[src/rtl/node_output_queue.sv]
// Per-port output buffering for a ring node: three independent FIFOs fed by the
// routing controller, drained over valid/ready, with saturating drop accounting.
module node_output_queue #(
    parameter int DEPTH  = 4,
    parameter int PTR_W  = 2,
    parameter int DATA_W = 32,
    parameter int CNT_W  = 8
) (
    input  logic              clk,
    input  logic              rst_n,
    input  logic              in_valid,
    input  logic [1:0]        in_port,
    input  logic [DATA_W-1:0] in_instr,
    output logic [2:0]        out_valid,
    input  logic [2:0]        out_ready,
    output logic [DATA_W-1:0] out_data0,
    output logic [DATA_W-1:0] out_data1,
    output logic [DATA_W-1:0] out_data2,
    output logic [2:0]        port_full,
    output logic [CNT_W-1:0]  drop_count,
    output logic              illegal_seen
);

    localparam int NPORT = 3;
    localparam logic [PTR_W:0]   FULL_CNT = (PTR_W+1)'(DEPTH);
    localparam logic [PTR_W:0]   CNT_INC  = {{PTR_W{1'b0}}, 1'b1};
    localparam logic [PTR_W-1:0] PTR_INC  = {{(PTR_W-1){1'b0}}, 1'b1};
    localparam logic [CNT_W-1:0] DROP_INC = {{(CNT_W-1){1'b0}}, 1'b1};

    logic [DATA_W-1:0] mem    [NPORT][DEPTH];
    logic [PTR_W-1:0]  wr_ptr [NPORT];
    logic [PTR_W-1:0]  rd_ptr [NPORT];
    logic [PTR_W:0]    count  [NPORT];
    logic [DATA_W-1:0] head   [NPORT];

    logic [NPORT-1:0] push;
    logic [NPORT-1:0] pop;
    logic [NPORT-1:0] full;
    logic [NPORT-1:0] empty;
    logic             illegal;
    logic             drop;

    // Full/empty come from the count at the start of the cycle, so a full port
    // rejects a push even when it pops on the same edge.
    always_comb begin
        // NOTE: every always_comb output gets a default first so no path can infer a latch.
        push    = '0;
        pop     = '0;
        full    = '0;
        empty   = '0;
        illegal = in_valid && (in_port == 2'b11);
        drop    = illegal;
        for (int i = 0; i < NPORT; i++) begin
            head[i]  = '0;
            full[i]  = (count[i] == FULL_CNT);
            empty[i] = (count[i] == '0);
            push[i]  = in_valid && (in_port == 2'(i)) && !full[i];
            pop[i]   = !empty[i] && out_ready[i];
            if (in_valid && (in_port == 2'(i)) && full[i])
                drop = 1'b1;
            if (!empty[i])
                head[i] = mem[i][rd_ptr[i]];
        end
    end

    // NOTE: sequential state uses non-blocking assignments so every register samples pre-edge values.
    always_ff @(posedge clk or negedge rst_n) begin
        if (!rst_n) begin
            for (int i = 0; i < NPORT; i++) begin
                wr_ptr[i] <= '0;
                rd_ptr[i] <= '0;
                count[i]  <= '0;
            end
        end else begin
            for (int i = 0; i < NPORT; i++) begin
                if (push[i])
                    wr_ptr[i] <= wr_ptr[i] + PTR_INC;
                if (pop[i])
                    rd_ptr[i] <= rd_ptr[i] + PTR_INC;
                case ({push[i], pop[i]})
                    2'b10:   count[i] <= count[i] + CNT_INC;
                    2'b01:   count[i] <= count[i] - CNT_INC;
                    default: count[i] <= count[i];
                endcase
            end
        end
    end

    // NOTE: storage is not reset; empty ports mask their head to zero, so contents are don't-care.
    always_ff @(posedge clk) begin
        for (int i = 0; i < NPORT; i++) begin
            if (push[i])
                mem[i][wr_ptr[i]] <= in_instr;
        end
    end

    always_ff @(posedge clk or negedge rst_n) begin
        if (!rst_n) begin
            drop_count   <= '0;
            illegal_seen <= 1'b0;
        end else begin
            if (drop && (drop_count != '1))
                drop_count <= drop_count + DROP_INC;
            if (illegal)
                illegal_seen <= 1'b1;
        end
    end

    assign out_valid = ~empty;
    assign port_full = full;
    assign out_data0 = head[0];
    assign out_data1 = head[1];
    assign out_data2 = head[2];

endmodule

[config.mk]
export PLATFORM = sky130hd
export DESIGN_NAME = node_output_queue
export DESIGN_NICKNAME = d
export VERILOG_FILES = /design/src/rtl/node_output_queue.sv
export SDC_FILE = /design/constraint.sdc
export NUM_CORES = 1
export LEC_CHECK = 0
export ABC_AREA = 1
export CAP_MARGIN = 40
export CORE_MARGIN = 2
export CORE_UTILIZATION = 55
export CTS_CLUSTER_DIAMETER = 200
export DETAILED_ROUTE_END_ITERATION = 10
export GPL_ROUTABILITY_DRIVEN = 0
export PLACE_DENSITY = 0.81
export REMOVE_ABC_BUFFERS = 1
export SLEW_MARGIN = 30
export SYNTH_ARGS = -nofsm -noshare
export SYNTH_HDL_FRONTEND = slang
export SYNTH_SLANG_ARGS = --single-unit
[constraint.sdc]
create_clock -name clk -period 8.7 [get_ports clk]
set_clock_uncertainty 0.15 [all_clocks]
set_input_delay 1.305 -clock clk [delete_from_list [all_inputs] [get_ports clk]]
set_output_delay 1.305 -clock clk [all_outputs]
set_load 0.01 [all_outputs]
==> results.toml <==
[run_status]
outcome = "finished clean"

[timing]
fmax_mhz = 217
finalCriticalPeriod_ns = 4.60
setup_viol = 0
finalMaxSlewViolations = 0
min_period_over_period_pct = 52.8
hold_viol = 0
fin_setup_tns_ns = 0
rsz0062_at_grt = "no"
tightest_slew_ns = 0.871
slew_headroom_pct = 41.9

[global_routing]
grt_antenna_before_repair = 0
grt_first_pass_wirelength_um = 60300
grt_pass1_vias = 10834
grt_overflow_total = 0
grt_start_max_net_pins = 68
track_usage_pct = 25.3

[synthesis]
netlist-cell-type-count = 26
async_flop_share_pct = 7.25
synth_warnings = 0
synth_top_area_share_pct = 69.1
synth_ff_type = "edfxtp_1"
synth.ff_latch_count = 414
avgSynthCellArea_um2 = 12.3
yosysMostFrequentCell = "nor2_1"
synth_common_cells = "nor2_1, edfxtp_1, o21ai_1"
postSynthCellCount = 1358
synth_top_cell_by_area = "edfxtp_1"
synth_area_mm2 = 0.0167
synth_area_leaders = "edfxtp_1, nor2_1, dfrtp_1"
synth_edf_count = 384
yosysSeqAreaShare_pct = 73.6

[worst_setup_path]
end_kind = "output pin"
reg2reg_to = "count[4]$_DFFE_PN0P_"
worst-path-buf-inv = 4
cp-start-kind = "flip-flop"
worstPathArrival_ns = 3.14
r2r_setup_slack_ns = 6.05
critPathMaxStageDelay_ns = 0.60
path_cells = "buf_4 > inv_2 > buf_12 > o21ai_0 > a21oi_1 > clkdlybuf4s50_1"
worst_ep_required_time_ns = 7.24
crit_family = "buffers and inverters"
reg2reg_depth = 8
cpMaxStageDelayCell = "buf_4"
rr_startpoint = "count[3]$_DFFE_PN0P_"
cp_max_fo = 67
crit_type = "flip-flop to output pin"

[hold_path]
min_path_cells = 1
hold_class = "flip-flop to flip-flop"
min_to = "illegal_seen$_DFFE_PN0P_"
hold_start = "illegal_seen$_DFFE_PN0P_"

[drt]
vias_per_cell = 5.72
vias = 11025
drt_iter0_markers = 1289
drc = 0
postRouteAntennaNets = 0
routed_wire_length_per_instance_um = 20.9
dr.pass1.iters = 5
drt_wl_total_um = 40300

[cts]
cts.sinks = 414
htree_num_levels = 2
hold_buffers = 0
cts_buffer_depth = 3
cts_setup_buffers = 0
cts_tree = "yes"
insertion_delay_ns = 0.53
cts_buffers = 41
clkTransAtPathRegs_ns = 0.06
cts-root-buf = "clkbuf_16"
cts.repair.resized = 0

[layout]
nets = 1564
antennaDiodeCount = 0
drive_gt1_share_pct = 7.81
fin_cells = 1927
fillers = 1998
syn_to_final_growth_pct = 20.7

[place]
post-place-cells = 1851
io_buffers = 150
hpwl_um = 23500

[die]
die_w_um = 178
core_mm2 = 0.0298
placementRows = 63
die_y_um = 178
start_util_pct = 56.0
io_pins = 151
dieArea_mm2 = 0.0318

[pwr]
p_per_area_mw_per_mm2 = 349
ir_worst_vdd_mv = 0.251
power.leakage_uw = 0.00698

[job]
cap_violations = 0
==> cell usage in the layout (no fill, tap or decap), types with 2 or more instances in the layout <==
cell type and count:
nor2_1 402, edfxtp_1 384, clkdlybuf4s50_1 150, o21ai_1 103
a21oi_1 102, o21ai_0 95, inv_1 51, clkbuf_16 43
nand2_1 40, dfrtp_1 26, ha_1 16, nand3_1 13
nor2_4 12, xor2_1 12, buf_16 12, buf_4 12
clkbuf_1 9, clkinv_2 7, clkinv_1 6, inv_2 5
xnor2_1 4, dfrtp_2 4, nand4_2 3, nor2_2 3
fa_1 3, bufinv_16 3, clkinvlp_4 3, inv_4 2
nand3_2 2, nand2_2 2, clkinv_4 2
==> worst max-delay path by stage <==
stage / start / end / slack (ns) / depth (start not counted)
after detailed placement: rd_ptr[2]$_DFFE_PN0P_ / out_data1[2] / 4.70 / 6
after CTS: rd_ptr[2]$_DFFE_PN0P_ / out_data1[2] / 4.11 / 6
final: rd_ptr[2]$_DFFE_PN0P_ / out_data1[2] / 4.10 / 6
after global routing: rd_ptr[2]$_DFFE_PN0P_ / out_data1[7] / 3.93 / 6
after floorplan: rd_ptr[0]$_DFFE_PN0P_ / out_data2[0] / 4.87 / 3
after global placement: rd_ptr[4]$_DFFE_PN0P_ / out_data0[11] / 4.48 / 5
==> power by group <==
part / switching [µW] / internal, µW
combinational: 1660 / 1180
sequential: 121 / 2340
clock: 726 / 999
==> per-stage QoR <==
stage | power (µW) | worst slack [ns] | utilization (%) | area [µm²] | hold WS, ns
6_report | 7030 | 4.10 | 67.6 | 20100 | 0.330
5_1_grt | 7380 | 3.93 | 67.6 | 20100 | 0.361
4_1_cts | 7040 | 4.11 | 67.5 | 20100 | 0.341
3_5_place_dp | 5300 | 4.70 | 63.1 | 18800 | 0.321
3_3_place_gp | 5180 | 4.48 | 62.0 | 18500 | 0.306
2_1_floorplan | 3840 | 4.87 | - | 16300 | 0.318
==> logic make-up after synthesis <==
kind of cell	after synthesis	share of synthesized area, %
and+or+nand+nor	480	11.3
DFF	414	73.6
AOI/OAI and AO/OA	300	9.00
buffers and inverters	129	3.70
adders and majority gates	19	1.56
xor gates and xnor gates	16	0.840
==> layout make-up <==
| class | count | area (µm²) | area share [%] |
|---|---|---|---|
| Multi-Input combinational cell | 815 | 3880 | 19.3 |
| Tap cell | 390 | 488 | 2.42 |
| Clock inverter | 23 | 208 | 1.03 |
| Timing Repair Buffer | 175 | 1940 | 9.64 |
| Sequential cell | 414 | 12300 | 61.0 |
| Inverter | 58 | 223 | 1.11 |
| Clock buffer | 52 | 1110 | 5.51 |
==> state kept, by name (all words and copies together) (netlist names) <==
register,count
count,9
drop_count,8
illegal_seen,1
mem,384
rd_ptr,6
wr_ptr,6
==> per-layer routing <==
metal	GRT usage [%]	part of all wire, %	up-vias
li1	-	-	5032
met1	33.9	40	5347
met2	42.9	50	590
met3	4.18	8.4	56
met4	7.45	1.8	0
met5	0	0	-
No activity file was read; power rests on OpenSTA's default activity.
